<file path="src/rtl/sync_debounce_bank.sv">
// Multi-channel input conditioner: per-channel flop synchroniser, glitch-rejecting debounce filter, level plus rise/fall pulses.
// Optional request latch enabled by SYNC_DEBOUNCE_REQ_LATCH_EN (adds req_clr input and req_pending output).
module sync_debounce_bank #(
  parameter int WIDTH           = 4,
  parameter int STAGES          = 2,
  parameter int DEBOUNCE_CYCLES = 8
) (
  input  logic             clk,
  input  logic             rst_n,
  input  logic [WIDTH-1:0] din,
  output logic [WIDTH-1:0] level,
  output logic [WIDTH-1:0] rise,
  output logic [WIDTH-1:0] fall,
  output logic [WIDTH-1:0] busy
`ifdef SYNC_DEBOUNCE_REQ_LATCH_EN
  ,
  input  logic [WIDTH-1:0] req_clr,
  output logic [WIDTH-1:0] req_pending
`endif
);

  localparam int CNT_W = $clog2(DEBOUNCE_CYCLES + 1);
  localparam logic [CNT_W-1:0] CNT_MAX = CNT_W'(DEBOUNCE_CYCLES - 1);

  logic [STAGES-1:0][WIDTH-1:0] sync_q, sync_d;
  logic [WIDTH-1:0][CNT_W-1:0]  cnt_q, cnt_d;
  logic [WIDTH-1:0]             level_q, level_d;
  logic [WIDTH-1:0]             rise_q, rise_d;
  logic [WIDTH-1:0]             fall_q, fall_d;
  logic [WIDTH-1:0]             busy_q, busy_d;
  logic [WIDTH-1:0]             sync_w;

  assign sync_w = sync_q[STAGES-1];

  // Plain shift chain: din only ever reaches stage 0.
  always_comb begin
    sync_d = {sync_q[STAGES-2:0], din};
  end

  // Any sample that agrees with level restarts the count, so glitches never accumulate.
  always_comb begin
    for (int i = 0; i < WIDTH; i++) begin
      cnt_d[i]   = '0;
      level_d[i] = level_q[i];
      if (sync_w[i] != level_q[i]) begin
        if (cnt_q[i] == CNT_MAX) begin
          level_d[i] = sync_w[i];
        end else begin
          cnt_d[i] = cnt_q[i] + CNT_W'(1);
        end
      end
      busy_d[i] = (cnt_d[i] != '0);
    end
    rise_d = level_d & ~level_q;
    fall_d = ~level_d & level_q;
  end

  always_ff @(posedge clk or negedge rst_n) begin
    if (!rst_n) begin
      sync_q  <= '0;
      cnt_q   <= '0;
      level_q <= '0;
      rise_q  <= '0;
      fall_q  <= '0;
      busy_q  <= '0;
    end else begin
      sync_q  <= sync_d;
      cnt_q   <= cnt_d;
      level_q <= level_d;
      rise_q  <= rise_d;
      fall_q  <= fall_d;
      busy_q  <= busy_d;
    end
  end

  assign level = level_q;
  assign rise  = rise_q;
  assign fall  = fall_q;
  assign busy  = busy_q;

`ifdef SYNC_DEBOUNCE_REQ_LATCH_EN
  logic [WIDTH-1:0] req_q, req_d;

  // Set dominates clear so a request arriving as the controller acknowledges is kept.
  always_comb begin
    req_d = (req_q & ~req_clr) | rise_q;
  end

  always_ff @(posedge clk or negedge rst_n) begin
    if (!rst_n) begin
      req_q <= '0;
    end else begin
      req_q <= req_d;
    end
  end

  assign req_pending = req_q;
`endif

endmodule

</file>
<file path="config.mk">
export PLATFORM = sky130hd
export DESIGN_NAME = sync_debounce_bank
export DESIGN_NICKNAME = d
export VERILOG_FILES = /design/src/rtl/sync_debounce_bank.sv
export SDC_FILE = /design/constraint.sdc
export NUM_CORES = 1
export LEC_CHECK = 0
export ABC_AREA = 1
export CAP_MARGIN = 5
export CORE_MARGIN = 4
export CORE_UTILIZATION = 40
export DETAILED_ROUTE_END_ITERATION = 10
export HOLD_SLACK_MARGIN = 0.15
export PLACE_DENSITY = 0.6
export SYNTH_ARGS = -nofsm -noshare
export SYNTH_HDL_FRONTEND = slang
export SYNTH_SLANG_ARGS = --single-unit
</file>
<file path="constraint.sdc">
create_clock -name clk -period 2.3 [get_ports clk]
set_input_delay 0.575 -clock clk [delete_from_list [all_inputs] [get_ports clk]]
set_output_delay 0.575 -clock clk [all_outputs]
set_load 0.03 [all_outputs]
</file>
==> impl_metrics.csv, run 1 <==
group,metric,value,unit
outcome,outcome,"complete, no violations",
sta,setup_viol_count_final,0,
place,dpl_cell_area,1870,um2
sta,maxSlewHeadroom,67.6,%
setup_path,end_kind,"output pin",
synthesis,syn_area,1600,um2
die,die_w,71.2,um
sta,setup-tns-final,0,ps
place,dp.cells,240,
synthesis,synth_area_per_cell,9.41,um2
sta,hold_violations,0,
layout,layout.nets,209,
global_route,track_usage,12.5,%
setup_path,cp_slowest_cell,"clkdlybuf4s50_1",
clocking,cts_buffers,5,
drt,drt-pass1-iter-count,4,
layout,final_cell_area,1960,um2
die,start_util,42.4,%
sta,rsz0062_at_grt,"false",
worst_hold_path,min_path_type,"input pin to async pin",
sta,maxSlewViolCount,0,
layout,drive_above_1_share,11.0,%
clocking,clock_latency,290,ps
drt,drtAntennaViolNets,0,
synthesis,ys_ff_latch,40,
sta,worstMarginPinSlew,486,ps
drt,vias_per_cell,4.44,
place,post-dp-hpwl,2040,um
job,drv_cap,0,
power,ir_drop,0.562,mV
sta,period_needed,1940,ps
sta,min_period_over_period,84.4,%
sta,setup_ws,359,ps
die,core,3770,um2
power,p_leak,1.07,nW
drt,drt_wl_total,2730,um
synthesis,seq_area_frac_synth,62.6,%
die,die-area,5070,um2
die,io_pins,22,
sta,skew,7.33,ps
clocking,clock-sinks,40,
clocking,clk_pin_slew,70,ps
synthesis,ys.warnings.count,0,
setup_path,critPathMaxStageDelay,690,ps
clocking,clk_path_buf_depth,2,
place,place_congestion,0.711,
global_route,grt_overflow,0,
place,dpl_worst_slack,662,ps
setup_path,crit_fanout,4,
global_route,grt_max_degree,41,
synthesis,synth_nets,180,
layout,final_cell_count_no_fill,248,
setup_path,path_class,"flip-flop to output pin",
drt,wl_per_cell,11.0,um
clocking,cts_setup_buffers,0,
setup_path,start_kind,"flip-flop",
clocking,cts-root-buf,"clkbuf_8",
power,finalPower,2.04,mW
setup_path,worstPathRequired,1730,ps
clocking,htreeDepth,2,
synthesis,netlist_instances,170,
synthesis,yosysUniqueCellTypes,13,
sta,fmax,515,MHz
setup_path,path_cells,"clkdlybuf4s50_1",
layout,area_growth,22.7,%
power,p_per_area,1040,nW/um2
place,port-buffer-count,21,
global_route,grt_pass1_wl,4890,um
layout,n_fill_cell,337,
setup_path,path_buf_inv,1,
layout,antenna_cells,0,
drt,drcViolationCount,0,
drt,dr_total_vias,1101,
drt,drtIter0Drc,64,
die,rows,22,
clocking,cts_tree,"done",
setup_path,crit_family,"buffers and inverters",
die,die_y,71.2,um
global_route,grt_antenna_before_repair,0,
setup_path,worstPathArrival,1370,ps
clocking,cts_hold_buf,0,
global_route,grt_pass1_vias,1177,
clocking,cts_resized,0,
[sequential cells by signal, summed over array words and instances, names as in the netlist]
name    cells
cnt_q      16
busy        4
fall        4
level       4
rise        4
sync_d      4
sync_w      4
[stage by stage]
stage                     utilization [%]  hold slack (ps)
after floorplan                         -              279
after global placement               49.6              333
after detailed placement             49.6              337
after CTS                            52.0              350
after global routing                 52.0              361
final                                52.0              332
[final cells by class]
type / count / area [um2] / area share, %
clock buffer: 8 / 90.1 / 4.59
multi-input combinational: 92 / 455 / 23.2
sequential: 40 / 1000 / 51.0
tap: 48 / 60.1 / 3.06
timing repair buffer: 22 / 213 / 10.8
inverter: 38 / 143 / 7.27
[synth_stat cells]
library cell,count,area share (%)
nand3_2,4,2.5
inv_1,34,8.0
nand2_1,45,11
nor2_2,5,2.0
nand2_2,3,1.2
nor2_1,15,3.5
nand3_1,4,1.3
clkinv_1,2,0.47
dfrtp_1,40,63
inv_2,2,0.47
ha_1,4,3.1
nand4_1,8,3.1
o21ai_1,4,1.3
[routing by layer]
layer	share of wire, %	track usage [%]	vias to the layer above
met5	0	0	-
met4	1.8	8.14	0
met3	6.5	4.21	6
met2	49	20.6	23
met1	43	13.6	504
li1	-	-	568
[path summary, 6_finish.rpt]
kind                        endpoint       from  cells past startpoint  slack, ps
setup / recovery            level[3]   level[3]                      1        360
hold / removal               busy[2]      rst_n                      2        330
setup reg to reg             busy[2]   cnt_q[8]                      6       1110
hold reg to reg            sync_w[3]  sync_d[7]                      0        350
max in group asynchronous    rise[1]      rst_n                      2       1630
min in group clk           sync_w[3]  sync_d[7]                      0        350
[power by group]
group	switching [mW]	internal, mW	leakage (nW)
logic	0.379	0.243	0.501
clock network	0.216	0.244	0.0455
registers	0.114	0.847	0.520
[logic make-up (layout without fill, tap and decap cells)]
kind of cell | count (synthesis) | count (layout) | share of synthesized area (%)
flops | 40 | 40 | 62.6
compound gates | 4 | 4 | 1.25
simple gates | 84 | 84 | 24.1
buf+inv | 38 | 68 | 8.92
fa+ha+maj | 4 | 4 | 3.13
[placed cells by master, fill, tap and decap left out]
cell type	count
clkdlybuf4s50_1	20
dfrtp_1	40
nand4_1	8
nand2_2	3
nand3_2	4
nor2_2	5
o21ai_1	4
ha_1	4
buf_2	1
nand3_1	4
buf_4	1
inv_1	34
clkbuf_1	2
clkinv_1	2
clkbuf_8	6
nor2_1	15
nand2_1	45
inv_2	2
No activity file was read; power rests on OpenSTA's default activity.
==> run 2, diff against run 1 <==
Settings changed: PLACE_DENSITY 0.6 to 0.63.
Clock period 2.3 ns to 1.65 ns, I/O delays scaled along.
==> run 2 against run 1 <==
- hold slack worse by 170 ps
- non-clock buffer count unchanged
- flip-flop and latch count unchanged
- via count down 0.64%
- critical path type unchanged
- highest routed layer unchanged
==> impl_metrics.csv, run 2 (synthesis gave the netlist of run 1 again) <==
group,metric,value,unit
job,drv_cap,0,
power,p_leak,1.14,nW
setup_path,path_cells,"dlygate4sd2_1",
layout,drive_above_1_share,12.0,%
die,start_util,42.4,%
setup_path,crit_family,"buffers and inverters",
worst_hold_path,min_path_type,"input pin to async pin",
clocking,clk_path_buf_depth,2,
sta,maxSlewViolCount,0,
layout,most-common-layout-cells,"nand2_1 (45), dfrtp_1 (40), inv_1 (34)",
die,die_w,71.2,um
place,port-buffer-count,21,
global_route,track_usage,11.7,%
drt,drt-pass1-iter-count,4,
power,ir_drop,0.839,mV
place,post-dp-hpwl,1830,um
layout,final_cell_area,1960,um2
setup_path,critPathMaxStageDelay,420,ps
setup_path,path_class,"flip-flop to output pin",
layout,layout.nets,209,
die,io_pins,22,
die,core,3770,um2
sta,setup_viol_count_final,0,
place,dpl_cell_area,1870,um2
clocking,cts_hold_buf,0,
layout,largest_reg_flops,16,
drt,wl_per_cell,9.92,um
clocking,clk_pin_slew,80,ps
power,p_per_area,1480,nW/um2
layout,antenna_cells,0,
layout,regArea,1000,um2
setup_path,worstPathArrival,1100,ps
setup_path,end_kind,"output pin",
drt,drcViolationCount,0,
global_route,grt_max_degree,41,
outcome,outcome,"complete, no violations",
global_route,grt_overflow,0,
sta,setup-tns-final,0,ps
global_route,grt_pass1_vias,1084,
clocking,cts_tree,"done",
die,die-area,5070,um2
sta,fmax,662,MHz
global_route,grt_antenna_before_repair,0,
clocking,cts-root-buf,"clkbuf_8",
die,die_y,71.2,um
drt,vias_per_cell,4.41,
layout,area_growth,22.8,%
setup_path,worstPathRequired,1240,ps
global_route,grt_pass1_wl,4730,um
drt,drt_wl_total,2460,um
drt,dr_total_vias,1094,
sta,min_period_over_period,91.5,%
setup_path,cp_slowest_cell,"dlygate4sd2_1",
clocking,clock-sinks,40,
layout,finish.utilization,52.1,%
setup_path,path_buf_inv,1,
setup_path,crit_fanout,4,
setup_path,start_kind,"flip-flop",
setup_path,reg2reg_slack,450,ps
layout,largest-register,"cnt_q",
sta,rsz0062_at_grt,"false",
layout,mostFrequentLayoutCell,"nand2_1",
sta,hold_violations,0,
clocking,clock_latency,290,ps
clocking,cts_buffers,5,
clocking,htreeDepth,2,
drt,drtAntennaViolNets,0,
sta,maxSlewHeadroom,68.5,%
place,place_congestion,0.722,
sta,skew,7.05,ps
die,rows,22,
sta,worstMarginPinSlew,473,ps
layout,multi_input_area,455,um2
sta,period_needed,1510,ps
layout,n_fill_cell,338,
drt,drtIter0Drc,49,
## run 2: cell types whose count changed in the layout (fill, tap and decap cells not counted), sizes merged
cell,previous run,this run
clkbuf,8,5
clkdlybuf4s50,20,4
clkinvlp,0,1
dlygate4sd2,0,16
bufinv,0,1
clkinv,2,3
## run 2: stage by stage
step	power, mW	hold slack, ps	setup WS [ps]	instances
after detailed placement	2.22	335	172	240
final	2.91	159	140	248
after floorplan	1.92	117	545	170
after global placement	2.19	335	186	240
after CTS	2.95	181	119	248
after global routing	3.15	203	75.7	248
## run 2: cell type report
| type | count | area share [%] |
|---|---|---|
| inverters | 38 | 7.27 |
| clock inverters | 3 | 2.17 |
| repair buffers | 22 | 9.82 |
| flip-flops and latches | 40 | 51.0 |
| clock buffers | 5 | 3.51 |
| well taps | 48 | 3.06 |
| multi-input cells | 92 | 23.2 |
## run 2: what timing repair did
action / CTS / global route
buffers inserted: 0 / 0
gates resized for setup: 16 / 0
endpoints found under the setup margin: 16 / 0
## run 2: final timing paths
kind | startpoint | endpoint | depth (start not counted)
worst min register to register | sync_d[4] | sync_w[0] | 0
worst max-delay path | level[3] | level[3] | 1
min in group clk | sync_d[4] | sync_w[0] | 0
worst max register to register | cnt_q[4] | busy[1] | 6
worst min-delay path | rst_n | sync_d[5] | 2
max in group asynchronous | rst_n | fall[3] | 2
## run 2: per-layer routing
layer | vias to the layer above | GRT usage [%] | part of all wire, %
li1 | 568 | - | -
met2 | 24 | 17.6 | 46
met4 | 0 | 4.38 | 1.9
met5 | - | 0 | 0
met3 | 8 | 4.63 | 5.6
met1 | 494 | 15.3 | 46
## run 2: where the power goes
| part | internal (mW) | switching (mW) | total (mW) |
|---|---|---|---|
| Sequential | 1.18 | 0.150 | 1.33 |
| Combinational | 0.280 | 0.527 | 0.807 |
| Clock | 0.447 | 0.327 | 0.774 |
| Total | 1.91 | 1.00 | 2.91 |
==> run 3, diff against run 2 <==
Settings changed: SLEW_MARGIN from default to 25.
==> results of run 3 <==
Same layout as run 2: the final DEF is identical, and so are final timing and power.
